## config.mk

```make
export PLATFORM = sky130hd
export DESIGN_NAME = uart_rx
export DESIGN_NICKNAME = d
export VERILOG_FILES = /design/src/rtl/uart_rx.sv
export SDC_FILE = /design/constraint.sdc
export NUM_CORES = 1
export LEC_CHECK = 0
export ABC_AREA = 0
export CAP_MARGIN = 10
export CELL_PAD_IN_SITES_DETAIL_PLACEMENT = 1
export CELL_PAD_IN_SITES_GLOBAL_PLACEMENT = 1
export CORE_ASPECT_RATIO = 1.1
export CORE_MARGIN = 1.5
export CORE_UTILIZATION = 50
export DETAILED_ROUTE_END_ITERATION = 10
export DONT_BUFFER_PORTS = 1
export PLACE_DENSITY_LB_ADDON = 0.1
export REMOVE_ABC_BUFFERS = 1
export SKIP_CTS_REPAIR_TIMING = 1
export SYNTH_ARGS = -nofsm -noshare
export SYNTH_HDL_FRONTEND = slang
export SYNTH_SLANG_ARGS = --single-unit
export TNS_END_PERCENT = 50
```

## constraint.sdc

```tcl
create_clock -name sys_clk -period 3.6 [get_ports sys_clk]
set_clock_uncertainty 0.2 [all_clocks]
set_input_delay 0.18 -clock sys_clk [delete_from_list [all_inputs] [get_ports sys_clk]]
set_output_delay 0.18 -clock sys_clk [all_outputs]
set_load 0.01 [all_outputs]
```

## src/rtl/uart_rx.sv

```systemverilog
// 8N1 UART receiver. Resynchronises rx, detects the start edge, takes a
// 2-of-3 majority vote around mid-bit and presents each good byte with a
// one-cycle po_flag strobe. A low stop bit raises a one-cycle frame_err and
// parks the FSM in BREAK until the line returns high.
module uart_rx #(
    parameter int UART_BPS = 9600,
    parameter int CLK_FREQ = 50_000_000
) (
    input  logic       sys_clk,
    input  logic       sys_rst_n,
    input  logic       rx,
    output logic [7:0] po_data,
    output logic       po_flag,
    output logic       frame_err
);

    localparam int          BAUD_CNT_MAX = CLK_FREQ / UART_BPS;
    localparam logic [15:0] BAUD_LAST    = 16'(BAUD_CNT_MAX - 1);
    localparam logic [15:0] MID          = 16'(BAUD_CNT_MAX / 2);
    localparam logic [15:0] MID_M1       = MID - 16'd1;
    localparam logic [15:0] MID_P1       = MID + 16'd1;

    typedef enum logic [2:0] {
        IDLE,
        START,
        DATA,
        STOP,
        BREAK
    } state_t;

    state_t      state;
    logic        rx_reg1, rx_reg2, rx_reg3;
    logic [1:0]  fill;
    logic        armed;
    logic [15:0] baud_cnt;
    logic [3:0]  bit_cnt;
    logic [7:0]  shreg;
    logic        samp_a, samp_b;
    logic        maj;
    logic        baud_wrap;
    logic        samp_pt;

    // Three-flop synchroniser; idles high so reset looks like an idle line.
    always_ff @(posedge sys_clk or negedge sys_rst_n) begin
        if (!sys_rst_n) begin
            rx_reg1 <= 1'b1;
            rx_reg2 <= 1'b1;
            rx_reg3 <= 1'b1;
        end else begin
            rx_reg1 <= rx;
            rx_reg2 <= rx_reg1;
            rx_reg3 <= rx_reg2;
        end
    end

    // Arm start detection only once the line has really been seen high.
    // The synchroniser resets to 1, so without this a line that is low at
    // reset release would fake a 1->0 edge. fill marks when rx_reg2 first
    // carries a genuine pin sample rather than its reset value.
    always_ff @(posedge sys_clk or negedge sys_rst_n) begin
        if (!sys_rst_n) begin
            fill  <= 2'b00;
            armed <= 1'b0;
        end else begin
            fill <= {fill[0], 1'b1};
            if (fill[1] && rx_reg2)
                armed <= 1'b1;
        end
    end

    // Capture the two early votes; the third is rx_reg2 itself at MID+1.
    always_ff @(posedge sys_clk or negedge sys_rst_n) begin
        if (!sys_rst_n) begin
            samp_a <= 1'b0;
            samp_b <= 1'b0;
        end else if (state != IDLE) begin
            if (baud_cnt == MID_M1)
                samp_a <= rx_reg2;
            if (baud_cnt == MID)
                samp_b <= rx_reg2;
        end
    end

    assign maj       = (samp_a & samp_b) | (samp_a & rx_reg2) | (samp_b & rx_reg2);
    assign baud_wrap = (baud_cnt == BAUD_LAST);
    assign samp_pt   = (baud_cnt == MID_P1);

    // Frame FSM with baud/bit counters, shift register and registered strobes.
    always_ff @(posedge sys_clk or negedge sys_rst_n) begin
        if (!sys_rst_n) begin
            state     <= IDLE;
            baud_cnt  <= 16'd0;
            bit_cnt   <= 4'd0;
            shreg     <= 8'h00;
            po_data   <= 8'h00;
            po_flag   <= 1'b0;
            frame_err <= 1'b0;
        end else begin
            po_flag   <= 1'b0;
            frame_err <= 1'b0;
            case (state)
                IDLE: begin
                    baud_cnt <= 16'd0;
                    bit_cnt  <= 4'd0;
                    if (armed && rx_reg3 && !rx_reg2)
                        state <= START;
                end
                START: begin
                    baud_cnt <= baud_wrap ? 16'd0 : baud_cnt + 16'd1;
                    if (samp_pt && maj) begin
                        // Glitch shorter than half a bit: not a real start.
                        state    <= IDLE;
                        baud_cnt <= 16'd0;
                    end else if (baud_wrap) begin
                        state <= DATA;
                    end
                end
                DATA: begin
                    baud_cnt <= baud_wrap ? 16'd0 : baud_cnt + 16'd1;
                    if (samp_pt) begin
                        shreg   <= {maj, shreg[7:1]};
                        bit_cnt <= bit_cnt + 4'd1;
                    end
                    if (baud_wrap && bit_cnt == 4'd8)
                        state <= STOP;
                end
                STOP: begin
                    baud_cnt <= baud_wrap ? 16'd0 : baud_cnt + 16'd1;
                    if (samp_pt) begin
                        // Decide at mid-stop so the next start edge is caught
                        // even with zero idle time or a slightly fast sender.
                        baud_cnt <= 16'd0;
                        if (maj) begin
                            po_data <= shreg;
                            po_flag <= 1'b1;
                            state   <= IDLE;
                        end else begin
                            frame_err <= 1'b1;
                            state     <= BREAK;
                        end
                    end
                end
                BREAK: begin
                    baud_cnt <= 16'd0;
                    if (rx_reg2)
                        state <= IDLE;
                end
                default: begin
                    state    <= IDLE;
                    baud_cnt <= 16'd0;
                end
            endcase
        end
    end

endmodule
```

==> impl_metrics.ini, run 1 <==
[final_layout]
fin_nets = 219
syn_to_final_growth_pct = 6.61
mostFrequentLayoutCell = dfrtp_1
layout-drive-gt1-share_pct = 17.9
antenna_cells = 0
final_cell_mix = dfrtp_1, nor3_1, xor2_1, nand2_1
instances_no_fill = 268

[sta]
fmax_ghz = 0.362
slew_headroom_pct = 24.4
min_period_ns = 2.76
worst_pin_slew_ns = 1.13
fin_setup_tns_ns = 0
fin_crit_sh_pct = 76.7
setup_viol_count_final = 0
maxSlewViolCount = 0
hold_viol = 0
rsz0062_at_grt = false

[detailed_routing]
dr_total_vias = 1618
wl_um = 5220
vias_per_cell = 6.04
drc = 0
ant_nets = 0
drt-initial-drc-count = 74
wl_per_cell_um = 19.5
dr.pass1.iters = 4

[setup_path]
cp.arrival_ns = 2.76
r2r_slack_ns = 0.84
worstSetupPathType = flop to flop
crit_path_start_kind = flop
critPathMaxFanout = 12
worstPathRequired_ns = 3.59
end_kind = flop

[placement]
dpl.hpwl_um = 3500
place.gp.congestion = 0.762
portBuffers = 0
place_inst = 257

[yosys]
ys_async_sr_fraction_pct = 100
syn_inst = 212
ys_seq_area_share_pct = 51.6
ys_seq_elements = 49
yosys-top-cells-area = dfrtp_1, mux2_4, mux2_2
syn_area_mm2 = 0.00238
synth_cell_type_count = 48
synthFlopType = dfrtp_1
synth-edff-count = 0
synth.top_cell.area_share_pct = 48.3
synth.largest_area_cell = dfrtp_1
yosysWarnings = 0
synth.avg_cell_area_um2 = 11.2

[clock_network]
clock-sinks = 49
numCtsBuffers = 5
ctsRootBufferMaster = clkbuf_8
path_clk_slew_ns = 0.09
cts.path.max_buffers = 2
cts_tree = built
clk_latency_ns = 0.30
htreeDepth = 2

[flow_run]
drv_cap = 0

[die]
rows = 26
initial_core_util_pct = 51.6
chipHeight_um = 75.4
fp.dieArea_mm2 = 0.00519
core-area_mm2 = 0.00462
dieWidth_um = 68.8
io_pins = 13

[global_routing]
grt_usage_pct = 21.3
grt_max_degree = 50
grt_overflow = 0
first_global_vias = 1718
antenna_found_initial = 0
grt_pass1_wl_um = 8250

[power]
peakVddDrop_v = 0.000368
powerDensity_mw_per_mm2 = 453
leakage_nw = 1.17

[hold_path]
hp-class = flop to flop

[outcome]
outcome = finished clean
-- cell families after synthesis --
| kind of cell | after synthesis | synth area share [%] |
|---|---|---|
| and+or+nand+nor | 87 | 21.8 |
| DFF | 49 | 51.6 |
| buffers and inverters | 20 | 3.52 |
| muxes | 19 | 10.2 |
| AOI/OAI and AO/OA | 18 | 5.30 |
| xor gates and xnor gates | 12 | 4.41 |
| adders and majority gates | 6 | 3.04 |
| other | 1 | 0.157 |
-- path summary, 6_finish.rpt --
kind                                             from                      to  cells past startpoint
worst max-delay path            baud_cnt[7]$_DFF_PN0_    shreg[4]$_DFFE_PN0P_                      4
worst min-delay path                rx_reg1$_DFF_PN1_       rx_reg2$_DFF_PN1_                      0
worst max register to register  baud_cnt[7]$_DFF_PN0_    shreg[4]$_DFFE_PN0P_                      4
worst min register to register      rx_reg1$_DFF_PN1_       rx_reg2$_DFF_PN1_                      0
max in group asynchronous                   sys_rst_n       rx_reg1$_DFF_PN1_                      2
min in group asynchronous                   sys_rst_n  po_data[0]$_DFFE_PN0P_                      2
-- critical path, stage by stage, from the launching register on --
cell,delay [ns]
dfrtp_1,0.45
or4_1,0.56
nor4_2,0.50
and2_1,0.55
mux2_2,0.40
-- synthesized netlist by cell type (2+ instances only) --
master	instances
or3_1	3
nor4b_1	2
or4_1	3
mux2_2	10
a31oi_1	2
and4b_1	2
nor3_1	20
o21ai_0	4
nand4_1	8
dfrtp_1	46
a31o_2	2
and4_1	4
and3_1	2
and2_1	2
nand3_1	10
or4_4	2
mux2_4	8
xor2_1	11
nor2_1	8
ha_1	5
a211oi_1	2
nand3b_1	2
inv_1	8
nand2_1	11
clkbuf_1	9
dfstp_2	3
o31ai_1	2
-- flip-flops by register name (all words and copies together), names as in the netlist --
register,flops
state,3
fill,2
armed,1
rx_reg3,1
rx_reg2,1
bit_cnt,4
rx_reg1,1
baud_cnt,16
po_data,8
samp_b,1
po_flag,1
samp_a,1
frame_err,1
shreg,8
-- area by class of cell --
cell class,instances,area (µm²)
fillers,500,2080
flip-flops and latches,49,1230
multi-input cells,143,1070
clock buffers,6,72.6
well taps,56,70.1
repair buffers,4,55.1
inverters,8,30.0
clock inverters,2,13.8
-- report_power, final --
group / switching, mW / total, mW / leakage (nW) / internal (mW)
sequential: 0.0789 / 0.670 / 0.646 / 0.592
clock: 0.184 / 0.323 / 0.0456 / 0.139
combinational: 0.0853 / 0.159 / 0.478 / 0.0737
total: 0.348 / 1.15 / 1.17 / 0.804
-- metal layers --
metal | share of wire, % | vias to the layer above | global-route usage [%]
met1 | 43 | 822 | 25.7
met2 | 53 | 20 | 38.1
met5 | 0 | - | 0
li1 | - | 767 | -
met4 | 1.4 | 0 | 6.75
met3 | 2.4 | 9 | 4.28
-- through the flow --
step	total power, mW	setup slack (ns)	util, %	hold WS, ns	area (µm²)
after global placement	0.812	0.994	52.1	-0.314	2410
after floorplan	0.772	1.11	-	-0.316	2330
after detailed placement	0.826	0.880	52.1	-0.315	2410
after CTS	1.15	0.844	54.0	-0.645	2490
after global routing	1.21	0.725	55.0	0.167	2540
final	1.15	0.837	55.0	0.162	2540
Note: power is estimated with default switching activity, not from simulation.
==> run 2, diff against run 1 <==
Settings changed: CORE_UTILIZATION 50 to 45.
Clock period 3.6 ns to 2.2 ns, I/O delays scaled along.
==> impl_metrics.ini, run 2 (synthesis results as in run 1) <==
[placement]
portBuffers = 0
place_ws_ns = -0.299
dpl.hpwl_um = 4170
placed_area_mm2 = 0.00265
place.gp.congestion = 0.844

[setup_path]
max_stage_delay_ns = 0.66
r2r_cells = 4
worstPathRequired_ns = 2.20
cp_common_cell = or4_4
cp_cell_sequence = or3_1, or4_4, or4_4, mux2_4
cp.arrival_ns = 2.50
critPathMaxFanout = 8
worstSetupPathType = flop to flop
slowest_stage = or4_4
end_kind = flop
crit_path_start_kind = flop

[final_layout]
final_cell_mix = dfrtp_1, buf_4, nor3_1
largest_register_ffs = 16
reg_top3 = baud_cnt: 16 flops, po_data: 8 flops, shreg: 8 flops
fin_util_pct = 56.6
layout-drive-gt1-share_pct = 31.0
fin_nets = 252
largest_register = baud_cnt
syn_to_final_growth_pct = 20.4
antenna_cells = 0
mostFrequentLayoutCell = dfrtp_1
stdcell_area_mm2 = 0.00287

[sta]
setup_viol_count_final = 39
hold_viol = 0
maxSlewViolCount = 0
finalWorstSetupSlack_ns = -0.297
fmax_ghz = 0.400
min_period_ns = 2.50
fin_crit_sh_pct = 114
fin_setup_tns_ns = -6.60
rsz0062_at_grt = true

[die]
initial_core_util_pct = 47.0
rows = 27
chipHeight_um = 79.3
fp.dieArea_mm2 = 0.00574
io_pins = 13
dieWidth_um = 72.4
core-area_mm2 = 0.00507

[power]
p_clk_share_pct = 27.2
switching_share_pct = 31.1
combPwrFrac_pct = 22.7
intPower_mw = 1.42
leakage_nw = 1.35
seqPwrFrac_pct = 50.1
p_sw_mw = 0.640
peakVddDrop_v = 0.000529
powerDensity_mw_per_mm2 = 718

[detailed_routing]
drc = 0
ant_nets = 0
wl_um = 5810
dr_total_vias = 1785
dr.pass1.iters = 4
wl_per_cell_um = 19.2
vias_per_cell = 5.89
drt-initial-drc-count = 48

[clock_network]
cts_tree = built
clock-sinks = 49
ctsRootBufferMaster = clkbuf_8
cts.path.max_buffers = 2
htreeDepth = 2
path_clk_slew_ns = 0.09
clk_latency_ns = 0.31
numCtsBuffers = 5

[hold_path]
hp-class = input port to asynchronous set/reset pin

[flow_run]
drv_cap = 0

[global_routing]
grt_usage_pct = 20.7
first_global_vias = 1863
grt_overflow = 0
antenna_found_initial = 0
grt_max_degree = 50
grt_pass1_wl_um = 9090

[outcome]
outcome = complete, but fails checks
violations = setup timing
==> run 2: cell count changes in the layout (fill, tap and decap cells not counted), moves of 2 or more <==
cell,before,now
buf_4,1,30
nor3_1,20,17
buf_6,0,2
nor3_2,0,2
==> run 2: final cells by class <==
cell class	instances	area, µm²
Inverter	8	30.0
Multi-Input combinational cell	143	1120
Sequential cell	49	1230
Tap cell	58	72.6
Timing Repair Buffer	37	320
Clock buffer	5	68.8
Clock inverter	3	25.0
Fill cell	525	2200
==> run 2: routing by layer <==
layer  vias to the layer above  track usage, %  share of wire [%]
met1                       915            24.1                 40
met5                         -               0                  0
li1                        834               -                  -
met3                         7            4.06                3.3
met2                        29            38.0                 55
met4                         0            6.04                1.2
==> run 2: path summary, 6_finish.rpt <==
kind	start	endpoint	slack, ns
worst max-delay path	baud_cnt[13]$_DFF_PN0_	po_data[5]$_DFFE_PN0P_	-0.30
worst min-delay path	sys_rst_n	shreg[0]$_DFFE_PN0P_	0.10
worst max register to register	baud_cnt[13]$_DFF_PN0_	po_data[5]$_DFFE_PN0P_	-0.30
worst min register to register	rx_reg1$_DFF_PN1_	rx_reg2$_DFF_PN1_	0.16
max in group asynchronous	sys_rst_n	rx_reg1$_DFF_PN1_	1.42
min in group sys_clk	rx	rx_reg1$_DFF_PN1_	0.13
==> run 2: worst max-delay path, delay by kind of cell, from the launching register on <==
| kind | cells | cell delay [ns] |
|---|---|---|
| multiplexers | 1 | 0.34 |
| AND/OR/NAND/NOR | 3 | 1.47 |
| flip-flops | 1 | 0.38 |
==> run 2: power groups by stage <==
stage	clock, mW	combinational (mW)	sequential, mW
global route	0.596	0.515	1.04
finish	0.560	0.467	1.03
floorplan	0	0.188	1.08
CTS	0.577	0.423	1.03
detailed placement	0	0.420	1.05
global placement	0	0.406	1.04
==> run 2: through the flow <==
step           hold slack, ns  instances  power (mW)
3_3_place_gp           -0.384        289        1.45
4_1_cts                -0.731        297        2.03
2_1_floorplan          -0.386        200        1.26
5_1_grt                 0.122        303        2.15
3_5_place_dp           -0.385        289        1.47
6_report                0.105        303        2.06
